## src/rtl/udp_probe_tap.sv

```systemverilog
// udp_probe_tap
// Passive tap on the UDP byte stream (UDP header + payload, one byte per
// beat) that feeds the on-chip logic analyzer. It parses the 8-byte UDP
// header, fires a one-cycle trigger when the destination port matches and
// exposes the current byte and its frame index. The stream is never stalled.
//
// Parameters:
//   MATCH_PORT   destination port that fires the trigger (default 8080)
//   MATCH_ANY    1 = trigger on every complete header regardless of port
//
// Ports:
//   clk          system clock, rising edge
//   rst_n        asynchronous active-low reset
//   rx_valid     byte strobe qualifying rx_data/rx_sof/rx_eof
//   rx_data      stream byte
//   rx_sof       first byte of the UDP header
//   rx_eof       last byte of the frame
//   probe0       trigger pulse (one cycle after header byte 7 on match)
//   probe1       registered data byte
//   probe2       registered byte index within the frame (saturating)
//   frame_active high from the cycle after sof through the eof beat
//   len_err      (UDP_PROBE_TAP_LEN_CHECK_EN only) pulses when the frame
//                byte count differs from the UDP length field
//
// Optional feature macro: UDP_PROBE_TAP_LEN_CHECK_EN
module udp_probe_tap #(
  parameter logic [15:0] MATCH_PORT = 16'd8080,
  parameter int          MATCH_ANY  = 0
) (
  input  logic        clk,
  input  logic        rst_n,
  input  logic        rx_valid,
  input  logic [7:0]  rx_data,
  input  logic        rx_sof,
  input  logic        rx_eof,
  output logic        probe0,
  output logic [7:0]  probe1,
  output logic [15:0] probe2,
  output logic        frame_active
`ifdef UDP_PROBE_TAP_LEN_CHECK_EN
  ,
  output logic        len_err
`endif
);

  typedef enum logic [1:0] {
    IDLE    = 2'd0,
    HDR     = 2'd1,
    PAYLOAD = 2'd2,
    DROP    = 2'd3
  } state_t;

  state_t      state_r;
  state_t      state_s;
  logic [15:0] idx_r;        // index the next non-sof beat will carry
  logic [15:0] idx_s;
  logic [15:0] beat_idx_s;   // index of the beat currently on the bus
  logic [15:0] dst_r;
  logic        sof_s;
  logic        eof_s;
  logic        hdr_last_s;
  logic        match_s;
  logic        trig_s;
`ifdef UDP_PROBE_TAP_LEN_CHECK_EN
  logic [15:0] len_r;
  logic [16:0] count_s;
  logic        len_chk_s;
`endif

  // Qualified strobes; sof has priority over a coincident eof.
  always_comb begin
    sof_s = rx_valid & rx_sof;
    eof_s = rx_valid & rx_eof & ~rx_sof;
  end

  // Index of the current beat: 0 on sof and outside a frame, else the counter.
  always_comb begin
    beat_idx_s = 16'h0000;
    if (sof_s) begin
      beat_idx_s = 16'h0000;
    end else if (state_r == IDLE) begin
      beat_idx_s = 16'h0000;
    end else begin
      beat_idx_s = idx_r;
    end
  end

  // Header completion and port match decode.
  always_comb begin
    hdr_last_s = rx_valid & ~rx_sof & (state_r == HDR) & (beat_idx_s == 16'd7);
    match_s    = (MATCH_ANY != 0) || (dst_r == MATCH_PORT);
  end

  // FSM state register.
  always_ff @(posedge clk or negedge rst_n) begin
    if (!rst_n) begin
      state_r <= IDLE;
    end else begin
      state_r <= state_s;
    end
  end

  // FSM next-state logic; a new sof abandons any frame in progress.
  always_comb begin
    state_s = state_r;
    if (sof_s) begin
      state_s = HDR;
    end else begin
      case (state_r)
        IDLE: begin
          state_s = IDLE;
        end
        HDR: begin
          if (hdr_last_s) begin
            // An 8-byte frame ending on byte 7 still completes its header.
            if (eof_s) begin
              state_s = IDLE;
            end else if (match_s) begin
              state_s = PAYLOAD;
            end else begin
              state_s = DROP;
            end
          end else if (eof_s) begin
            state_s = IDLE;
          end else begin
            state_s = HDR;
          end
        end
        PAYLOAD, DROP: begin
          if (eof_s) begin
            state_s = IDLE;
          end else begin
            state_s = state_r;
          end
        end
        default: begin
          state_s = IDLE;
        end
      endcase
    end
  end

  // FSM output decode: trigger and (optionally) length mismatch.
  always_comb begin
    trig_s = hdr_last_s & match_s;
`ifdef UDP_PROBE_TAP_LEN_CHECK_EN
    count_s   = {1'b0, beat_idx_s} + 17'd1;
    len_chk_s = eof_s & ((state_r == PAYLOAD) || (state_r == DROP)) &
                (count_s != {1'b0, len_r});
`endif
  end

  // Next value of the beat counter: restart outside frames, saturate at FFFF.
  always_comb begin
    idx_s = idx_r;
    if (rx_valid) begin
      if (state_s == IDLE) begin
        idx_s = 16'h0000;
      end else if (beat_idx_s == 16'hFFFF) begin
        idx_s = 16'hFFFF;
      end else begin
        idx_s = beat_idx_s + 16'd1;
      end
    end else begin
      idx_s = idx_r;
    end
  end

  // Beat counter and header field capture.
  always_ff @(posedge clk or negedge rst_n) begin
    if (!rst_n) begin
      idx_r <= 16'h0000;
      dst_r <= 16'h0000;
`ifdef UDP_PROBE_TAP_LEN_CHECK_EN
      len_r <= 16'h0000;
`endif
    end else begin
      idx_r <= idx_s;
      if (sof_s) begin
        dst_r <= 16'h0000;
`ifdef UDP_PROBE_TAP_LEN_CHECK_EN
        len_r <= 16'h0000;
`endif
      end else if (rx_valid && (state_r == HDR)) begin
        case (beat_idx_s)
          16'd2:   dst_r[15:8] <= rx_data;
          16'd3:   dst_r[7:0]  <= rx_data;
`ifdef UDP_PROBE_TAP_LEN_CHECK_EN
          16'd4:   len_r[15:8] <= rx_data;
          16'd5:   len_r[7:0]  <= rx_data;
`endif
          default: dst_r       <= dst_r;
        endcase
      end
    end
  end

  // Registered probe outputs.
  always_ff @(posedge clk or negedge rst_n) begin
    if (!rst_n) begin
      probe0       <= 1'b0;
      probe1       <= 8'h00;
      probe2       <= 16'h0000;
      frame_active <= 1'b0;
    end else begin
      probe0       <= trig_s;
      frame_active <= (state_s != IDLE);
      if (rx_valid) begin
        probe1 <= rx_data;
        probe2 <= beat_idx_s;
      end
    end
  end

`ifdef UDP_PROBE_TAP_LEN_CHECK_EN
  // Length-error pulse, aligned with the eof beat's index update.
  always_ff @(posedge clk or negedge rst_n) begin
    if (!rst_n) begin
      len_err <= 1'b0;
    end else begin
      len_err <= len_chk_s;
    end
  end
`endif

endmodule

```

## config.mk

```make
export PLATFORM = sky130hd
export DESIGN_NAME = udp_probe_tap
export DESIGN_NICKNAME = d
export VERILOG_FILES = /design/src/rtl/udp_probe_tap.sv
export SDC_FILE = /design/constraint.sdc
export NUM_CORES = 1
export LEC_CHECK = 0
export BUFFER_PORTS_ARGS = -buffer_cell sky130_fd_sc_hd__buf_4
export CAP_MARGIN = 20
export CELL_PAD_IN_SITES_DETAIL_PLACEMENT = 2
export CELL_PAD_IN_SITES_GLOBAL_PLACEMENT = 2
export CORE_MARGIN = 2
export CORE_UTILIZATION = 38
export CTS_CLUSTER_SIZE = 20
export DETAILED_ROUTE_END_ITERATION = 8
export GPL_TIMING_DRIVEN = 0
export PLACE_DENSITY = 0.78
export SYNTH_ARGS = -nofsm -noshare
export SYNTH_HDL_FRONTEND = slang
export SYNTH_SLANG_ARGS = --single-unit
```

## constraint.sdc

```tcl
create_clock -name clk -period 2.57 [get_ports clk]
set_clock_uncertainty 0.05 [all_clocks]
set_input_delay 0.514 -clock clk [delete_from_list [all_inputs] [get_ports clk]]
set_output_delay 0.514 -clock clk [all_outputs]
set_load 0.05 [all_outputs]
```

**Word-level counts from Yosys, hierarchy flattened**

Index checks and enable logic that the tools add are counted.

- Register bits after elaboration: 60
- Output and inout bits: 26
- Logic and storage cells: 50

- Mux-type cells: 15
- Reductions and logical operators: 10
- Add/subtract/negate cells: 1
- Eq/ne operators: 8
- Bitwise logic cells: 8

Operators by type and width:

| operator | number |
|---|---|
| 2-to-1 mux 16 bit | 6 |
| equality test 16 x 2 -> 1 bit (second input constant) | 2 |
| adder 16 x 1 -> 16 bit (second input constant) | 1 |
| equality test 16 x 13 -> 1 bit (second input constant) | 1 |
| equality test 16 bit (second input constant) | 1 |
| equality test 16 x 3 -> 1 bit (second input constant) | 1 |
| 2-to-1 mux 8 bit | 2 |
| 2-to-1 mux 2 bit | 4 |
| nonzero test 2 bit | 4 |
| AND 1 bit | 7 |
| one-hot mux 2 bit (3 select lines) | 1 |
| equality test 2 bit (second input constant) | 2 |
| zero test 2 bit | 2 |
| AND reduction 2 bit | 2 |
| equality test 2 x 1 -> 1 bit (second input constant) | 1 |
| 2-to-1 mux 1 bit | 2 |
| OR reduction 2 bit | 1 |
| logical AND 1 bit | 1 |
| inverter 1 bit | 1 |

**Logic depth before layout (Yosys ltp)**

Gate-level depths: netlist of the first run.

- Depth in word-level cells: 10
- Gate-level depth with buffers: 10
- Mapped depth without buffers: 8

**Worst setup path before layout of the first run**

Ideal clock, no wire load.

- Path type: input to register
- From: input rx_valid
- To: register idx_r[2]
- Path buffers: 2
- Path slack: 0.064 ns
- Required time: 2.421 ns
- Stages: 9
- Setup time: 0.099 ns
- Arrival time: 2.357 ns
- Cells stage by stage: buf_2 > a2bb2oi_1 > and2_1 > ha_1 > clkbuf_1 > nand3_2 > nor4_2 > nand2_1 > a311oi_1

- Longest elaborated chain between the ends: 9
- Elaborated cells on any way between the ends: 19

RTL lines:

| item | line | source |
|---|---|---|
| start, declared | 32 | `input logic rx_valid,` |
| AND 1 bit * | 72 | `sof_s = rx_valid & rx_sof;` |
| 2-to-1 mux 16 bit * | 79 | `if (sof_s) begin` |
| net beat_idx_s[1] | 57 | `logic [15:0] beat_idx_s;` |
| equality test 16 x 3 -> 1 bit | 90 | `hdr_last_s = rx_valid & ~rx_sof & (state_r == HDR) & (beat_idx_s == 16'd7);` |
| AND 1 bit | 90 |  |
| 2-to-1 mux 2 bit | 114 | `if (hdr_last_s) begin` |
| one-hot mux 2 bit (3 select lines) | 109 | `case (state_r)` |
| 2-to-1 mux 2 bit | 106 | `if (sof_s) begin` |
| zero test 2 bit | 157 | `if (state_s == IDLE) begin` |
| 2-to-1 mux 16 bit * | 157 |  |
| end signal, assigned | 178 | `idx_r <= idx_s;` |
| end, declared | 55 | `logic [15:0] idx_r;` |

Mark *: on every way through the listed nets, which the timed path passes. The rest lies on a longest branch.
A chain may end at the register's enable or synchronous reset.

**Worst setup path after layout of the first run**

- From: input rx_valid
- To: register idx_r[9]

Same word-level chain as after synthesis.

==> impl_metrics.env, run 1 <==
export IMPL_status="complete, no violations"
export IMPL_clock_fmax_mhz=425
export IMPL_worstPathMaxFanout=10
export IMPL_clkPwrFrac=0.474
export IMPL_antenna_found_initial=0
export IMPL_fin_cells=400
export IMPL_synth_edf_count=0
export IMPL_maxCapViolCount=0
export IMPL_yosys_area_share_simple=0.170
export IMPL_dieWidth_um=91.0
export IMPL_nets=311
export IMPL_synthTopCellsByArea="dfrtp_1 (52%), a22o_1 (8.8%), mux2_2 (3.9%)"
export IMPL_p_comb_frac=0.116
export IMPL_drc_errors=0
export IMPL_syn_inst=249
export IMPL_place_detailed_hpwl_um=6050
export IMPL_pre_cts_slack_ns=-0.906
export IMPL_endpoint_kind="flop"
export IMPL_cp_slowest_cell="a311oi_1"
export IMPL_yosys_warnings=0
export IMPL_tightestPinTransition_ns=0.800
export IMPL_clock_path_buffers=2
export IMPL_yosysUniqueCellTypes=55
export IMPL_path_depth=10
export IMPL_die_area_mm2=0.00828
export IMPL_finalCriticalPeriod_ns=2.35
export IMPL_port_buffers=37
export IMPL_critPathLaunchType="input pin"
export IMPL_clock_sinks=60
export IMPL_relSlewSlack=0.463
export IMPL_power_switching_w=0.000591
export IMPL_met2_length_um=4260
export IMPL_initial_core_util=0.394
export IMPL_route_top_layer_used="met4"
export IMPL_ys_seq_area_frac=0.522
export IMPL_worstSetupEndpoint="idx_r[9]"
export IMPL_r2r_end="idx_r[9]"
export IMPL_cts_buffers=9
export IMPL_synth_xor_area_frac=0
export IMPL_critPathTopFamily="simple AND/OR/NAND/NOR gates"
export IMPL_max_stage_delay_ns=0.32
export IMPL_path_cells="buf_4, buf_2, a2bb2oi_4, nand2_1, inv_1, ha_2, nand3_4, nor4_4, nand2_1, a311oi_1"
export IMPL_final_max_slew_viol_count=0
export IMPL_path_common_cell="nand2_1"
export IMPL_grt_overflow=0
export IMPL_r2r_start="state_r[0]"
export IMPL_grt_max_degree=61
export IMPL_synth_common_cells="dfrtp_1 (60), a22o_1 (29), nand2_1 (15), mux2_2 (10), nor2_1 (10)"
export IMPL_vias_per_cell=5.88
export IMPL_grtUsageTotal=0.227
export IMPL_synth_top_area_frac=0.522
export IMPL_wl_per_cell_um=22.1
export IMPL_critPathRequiredTime_ns=2.76
export IMPL_holdWs_ns=0.187
export IMPL_synth_seq_cells=60
export IMPL_min_path_type="in -> async"
export IMPL_fp_dieH_um=91.0
export IMPL_hold_viol=0
export IMPL_critPathBufInv=3
export IMPL_syn_cell_area_mm2=0.00288
export IMPL_syn_num_nets=264
export IMPL_p_int_w=0.00183
export IMPL_synthAdderAreaFrac=0.00870
export IMPL_area_growth_pct=24.5
export IMPL_worst_setup_path_type="in -> reg"
export IMPL_arrival_ns=2.54
export IMPL_synth_compound_area_frac=0.224
export IMPL_vdd_drop_max_uv=279
export IMPL_synth_top_family_by_area="compound AO/OA/AOI/OAI gates"
export IMPL_antenna_left=0
export IMPL_first_pass_iters=4
export IMPL_synthArstFlopShare=1.00
export IMPL_grt_pass1_wl_um=14600
export IMPL_avgSynthCellArea_um2=11.6
export IMPL_wirelength_um=8820
export IMPL_p_leak_nw=1.59
export IMPL_drive_gt1_frac=0.296
export IMPL_drt_iter0_markers=103
export IMPL_synthMuxAreaShare=0.0426
export IMPL_synth_flop_cell="dfrtp_1"
export IMPL_post_route_period_util=0.916
export IMPL_vias=2353
export IMPL_place_congestion=0.782
export IMPL_rsz0062_at_grt="false"
export IMPL_synth_top_area_cell="dfrtp_1"
export IMPL_seqPwrFrac=0.410
export IMPL_io_pins=39
export IMPL_swShare=0.244
export IMPL_cts_root_buf="clkbuf_8"
export IMPL_r2r_slack_ns=0.24
export IMPL_ctsHtreeMaxLevel=3
export IMPL_final_setup_viol_count=0
export IMPL_rr_worst_depth=8
export IMPL_fin_ws_ns=0.216
export IMPL_grt_pass1_vias=2583
export IMPL_power_density_mw_per_mm2=676
export IMPL_core_area_mm2=0.00729
export IMPL_clkLatencyLatePin_ns=0.34
export IMPL_dr_wl_met3_um=298
export IMPL_setup_worst_path_start="rx_valid"
export IMPL_clk_pin_slew_ns=0.07
export IMPL_synth_most_common_cell="dfrtp_1"
export IMPL_rows=31
export IMPL_drt_met1_wl_um=4160
export IMPL_placed_cells=385
export IMPL_antenna_cells=0
export IMPL_cts_tree="built"
==> worst reg2reg max path: cells and delay by family, from the launching register on <==
family | cells | cell delay (ns)
AOI/OAI and AO/OA | 2 | 0.56
adders and majority gates | 1 | 0.30
DFF | 1 | 0.46
buffers and inverters | 1 | 0.10
and+or+nand+nor | 4 | 0.76
==> metal layers <==
metal | track usage | up-vias
met5 | 0 | -
met4 | 0.0619 | 0
met3 | 0.0365 | 10
met2 | 0.376 | 48
met1 | 0.308 | 1222
li1 | - | 1073
==> worst min-delay path by stage <==
stage | start | endpoint | slack, ns | depth (start not counted)
floorplan | rst_n | dst_r[0] | 0.17 | 0
global placement | dst_r[10] | dst_r[10] | 0.43 | 1
detailed placement | probe2[2] | probe2[2] | 0.44 | 1
CTS | rst_n | dst_r[10] | 0.22 | 1
global route | rst_n | probe1[1] | 0.25 | 1
finish | rst_n | probe1[1] | 0.19 | 1
==> power groups by stage <==
stage          Combinational (W)  Sequential, W  Clock, W
6_report                0.000281       0.000991   0.00115
5_1_grt                 0.000303       0.000996   0.00120
4_1_cts                 0.000284       0.000991   0.00117
3_5_place_dp            0.000278        0.00101         0
3_3_place_gp            0.000272        0.00101         0
2_1_floorplan           0.000104        0.00107         0
==> final cells by class <==
class | count | area (µm²)
Clock inverter | 4 | 120
Clock buffer | 12 | 145
Sequential cell | 60 | 1500
Multi-Input combinational cell | 167 | 1320
Tap cell | 99 | 124
Buffer | 13 | 62.6
Inverter | 8 | 30.0
Fill cell | 779 | 3710
Timing Repair Buffer | 37 | 278
==> stage by stage <==
step	cell area [µm²]	total power (W)	util	TNS (ns)
global route	3580	0.00250	0.491	0
detailed placement	3280	0.00129	0.450	-18.47
global placement	3280	0.00128	0.450	-13.97
finish	3580	0.00242	0.491	0
floorplan	2880	0.00117	-	0
CTS	3560	0.00244	0.489	0
==> cells in the final DEF, fill, tap and decap left out, types with 7 or more instances in the layout <==
master and n:
a21oi_1 7, nand2_1 15, clkbuf_8 10, a22o_1 29, buf_4 37, nor3_1 8, dfrtp_1 60, mux2_2 10
inv_1 7, clkbuf_1 9, nor2_1 10
==> sequential cells by signal (all words and copies together) (netlist names) <==
name	flops
dst_r	16
idx_r	16
probe2	16
probe1	8
state_r	2
frame_active	1
probe0	1
==> cell families (layout without fill, tap and decap cells) <==
group / Yosys count / after routing
DFF: 60 / 60
muxes: 11 / 11
and+or+nand+nor: 73 / 73
buffers and inverters: 22 / 74
AOI/OAI and AO/OA: 81 / 81
adders and majority gates: 2 / 2
==> repair_timing <==
| action | 4_1_cts | 5_1_grt |
|---|---|---|
| hold buffers | 0 | 0 |
| resized for setup | 4 | 2 |
| gates cloned | 0 | 0 |
| buffers inserted | 0 | 0 |
| endpoints found under the setup margin | 26 | 3 |
No activity file was read; power rests on OpenSTA's default activity.
==> inputs of run 2 (changes only) <==
ABC_AREA = 1   (was unset)
CORE_UTILIZATION = 33   (was 38)
==> run 2 against run 1 <==
Compared with the run above:
- synthesized area increased by 7.8%
- total power decreased by 2.2%
- final cell count increased by 49%
- setup slack got worse by 0.095 ns
- highest routed layer unchanged
==> impl_metrics.env, run 2 <==
export IMPL_status="complete, no violations"
export IMPL_drt_iter0_markers=125
export IMPL_rows=35
export IMPL_final_max_slew_viol_count=0
export IMPL_p_int_w=0.00167
export IMPL_hold_buffers=0
export IMPL_r2r_start="state_r[1]"
export IMPL_r2r_end="idx_r[6]"
export IMPL_cts_buffers=9
export IMPL_syn_cell_area_mm2=0.00310
export IMPL_maxCapViolCount=0
export IMPL_fp_dieH_um=101
export IMPL_finalCriticalPeriod_ns=2.45
export IMPL_first_pass_iters=4
export IMPL_synth_common_cells="nand2_1 (160), dfrtp_1 (60), nand3_1 (38), nor2_1 (35), inv_1 (29)"
export IMPL_yosysUniqueCellTypes=26
export IMPL_nets=494
export IMPL_wl_per_cell_um=17.7
export IMPL_power_density_mw_per_mm2=603
export IMPL_worstPathMaxFanout=6
export IMPL_syn_inst=413
export IMPL_layout_commonest_cell="nand2_1"
export IMPL_grtUsageTotal=0.223
export IMPL_synth_top_area_frac=0.484
export IMPL_synth_most_common_cell="nand2_1"
export IMPL_grt_pass1_wl_um=17200
export IMPL_clock_path_buffers=2
export IMPL_core_area_mm2=0.00920
export IMPL_yosys_warnings=0
export IMPL_grt_pass1_vias=3325
export IMPL_area_growth_pct=26.5
export IMPL_fin_area_mm2=0.00392
export IMPL_port_buffers=38
export IMPL_clock_sinks=60
export IMPL_synth_edf_count=0
export IMPL_hold_viol=0
export IMPL_critPathLaunchType="input pin"
export IMPL_dieWidth_um=101
export IMPL_initial_core_util=0.337
export IMPL_tightestPinTransition_ns=0.797
export IMPL_endpoint_kind="flop"
export IMPL_worst_setup_path_type="in -> reg"
export IMPL_r2r_slack_ns=0.13
export IMPL_grt_overflow=0
export IMPL_post_route_util=0.427
export IMPL_arrival_ns=2.62
export IMPL_ys_seq_area_frac=0.484
export IMPL_place_congestion=0.832
export IMPL_grt_max_degree=61
export IMPL_synth_seq_cells=60
export IMPL_vdd_drop_max_uv=292
export IMPL_synthArstFlopShare=1.00
export IMPL_clk_pin_slew_ns=0.07
export IMPL_synth_top_area_cell="dfrtp_1"
export IMPL_clkPwrFrac=0.371
export IMPL_rr_worst_depth=16
export IMPL_place_detailed_hpwl_um=7510
export IMPL_io_pins=39
export IMPL_relSlewSlack=0.469
export IMPL_p_comb_frac=0.183
export IMPL_p_leak_nw=1.97
export IMPL_min_path_type="in -> async"
export IMPL_max_stage_delay_ns=0.18
export IMPL_cts_tree="built"
export IMPL_cp_slowest_cell="nor2_2"
export IMPL_vias=3020
export IMPL_critPathBufInv=6
export IMPL_critPathRequiredTime_ns=2.74
export IMPL_dpl_cell_area_mm2=0.00352
export IMPL_synth_flop_cell="dfrtp_1"
export IMPL_pre_cts_slack_ns=-0.479
export IMPL_drc_errors=0
export IMPL_power_switching_w=0.000700
export IMPL_synthTopCellsByArea="dfrtp_1 (48%), nand2_1 (19%), nand3_1 (6.1%)"
export IMPL_wirelength_um=10500
export IMPL_ctsHtreeMaxLevel=3
export IMPL_die_area_mm2=0.0102
export IMPL_critPathTopFamily="simple AND/OR/NAND/NOR gates"
export IMPL_antenna_left=0
export IMPL_cts_root_buf="clkbuf_8"
export IMPL_vias_per_cell=5.08
export IMPL_largestRegisters="dst_r x16, idx_r x16, probe2 x16"
export IMPL_path_cells="buf_4, nand2_4, inv_2, nor2_4, buf_6, nand2_1, inv_2, ha_4, inv_1, nor2_1, nand3_1, nor2_2, nand3_2, nand2_2, nand3_4, buf_6, nand3_1, nand2_1"
export IMPL_swShare=0.296
export IMPL_clock_fmax_mhz=408
export IMPL_antenna_cells=0
export IMPL_drive_gt1_frac=0.221
export IMPL_antenna_found_initial=0
export IMPL_syn_num_nets=428
export IMPL_final_setup_viol_count=0
export IMPL_fin_ws_ns=0.121
export IMPL_seqPwrFrac=0.446
export IMPL_clkLatencyLatePin_ns=0.34
export IMPL_layout_common_cells="nand2_1 (160), dfrtp_1 (60), buf_4 (54), nand3_1 (37), nor2_1 (32)"
export IMPL_avgSynthCellArea_um2=7.51
export IMPL_holdWs_ns=0.181
export IMPL_post_route_period_util=0.953
==> run 2: repair_timing <==
item	CTS	global route
endpoints found under the setup margin	17	17
buffers inserted	1	14
gates resized for setup	6	9
pin swaps	1	6
cloned	1	1
==> run 2: power by group through the flow <==
stage / sequential (W) / combinational [W] / clock [W]
3_5_place_dp: 0.00107 / 0.000374 / 0
4_1_cts: 0.00106 / 0.000396 / 0.000913
5_1_grt: 0.00107 / 0.000478 / 0.000948
2_1_floorplan: 0.00113 / 0.000172 / 0
3_3_place_gp: 0.00107 / 0.000362 / 0
6_report: 0.00106 / 0.000434 / 0.000877
==> run 2: cell type report <==
type / instances / area (µm²)
fill: 1073 / 5270
clock inverter: 4 / 47.5
multi-input combinational: 301 / 1410
buffer: 15 / 104
inverter: 37 / 139
sequential: 60 / 1500
timing repair buffer: 55 / 427
clock buffer: 12 / 155
tap: 111 / 139
==> run 2: routing by layer <==
layer	share of wire	routed length, µm	global-route usage
met5	0	0	0
met1	0.42	4390	0.259
met4	0.017	174	0.0790
met3	0.032	337	0.0444
met2	0.53	5610	0.407
==> run 2: worst max path at each step <==
| stage | endpoint | slack [ns] | cells after the start | startpoint |
|---|---|---|---|---|
| 2_1_floorplan | idx_r[10] | 0.26 | 17 | rx_sof |
| 3_3_place_gp | idx_r[8] | -0.32 | 18 | rx_sof |
| 3_5_place_dp | idx_r[14] | -0.48 | 18 | rx_sof |
| 4_1_cts | idx_r[14] | 0.03 | 16 | state_r[1] |
| 5_1_grt | idx_r[6] | -0.03 | 16 | state_r[1] |
| 6_report | idx_r[6] | 0.12 | 18 | rx_sof |
==> run 2: worst register-to-register path: cells and delay by family, from the launching register on <==
kind | cells | cell delay [ns]
buffers and inverters | 4 | 0.48
and+or+nand+nor | 11 | 1.20
adders and majority gates | 1 | 0.17
DFF | 1 | 0.42
==> run 2: cell families after synthesis <==
kind of cell / count (synthesis) / share of synthesized area
flip-flops: 60 / 0.484
adder cells (fa/ha/maj): 2 / 0.00807
buffers and inverters: 52 / 0.0755
AO/OA/AOI/OAI: 39 / 0.0694
AND/OR/NAND/NOR: 258 / 0.357
XOR/XNOR: 2 / 0.00565
==> run 2: metrics by stage <==
step                TNS, ns  cells  power (W)
global placement      -4.19    562    0.00143
detailed placement    -6.60    562    0.00145
global route        -0.0724    595    0.00249
floorplan                 0    413    0.00130
CTS                       0    580    0.00236
finish                    0    595    0.00237
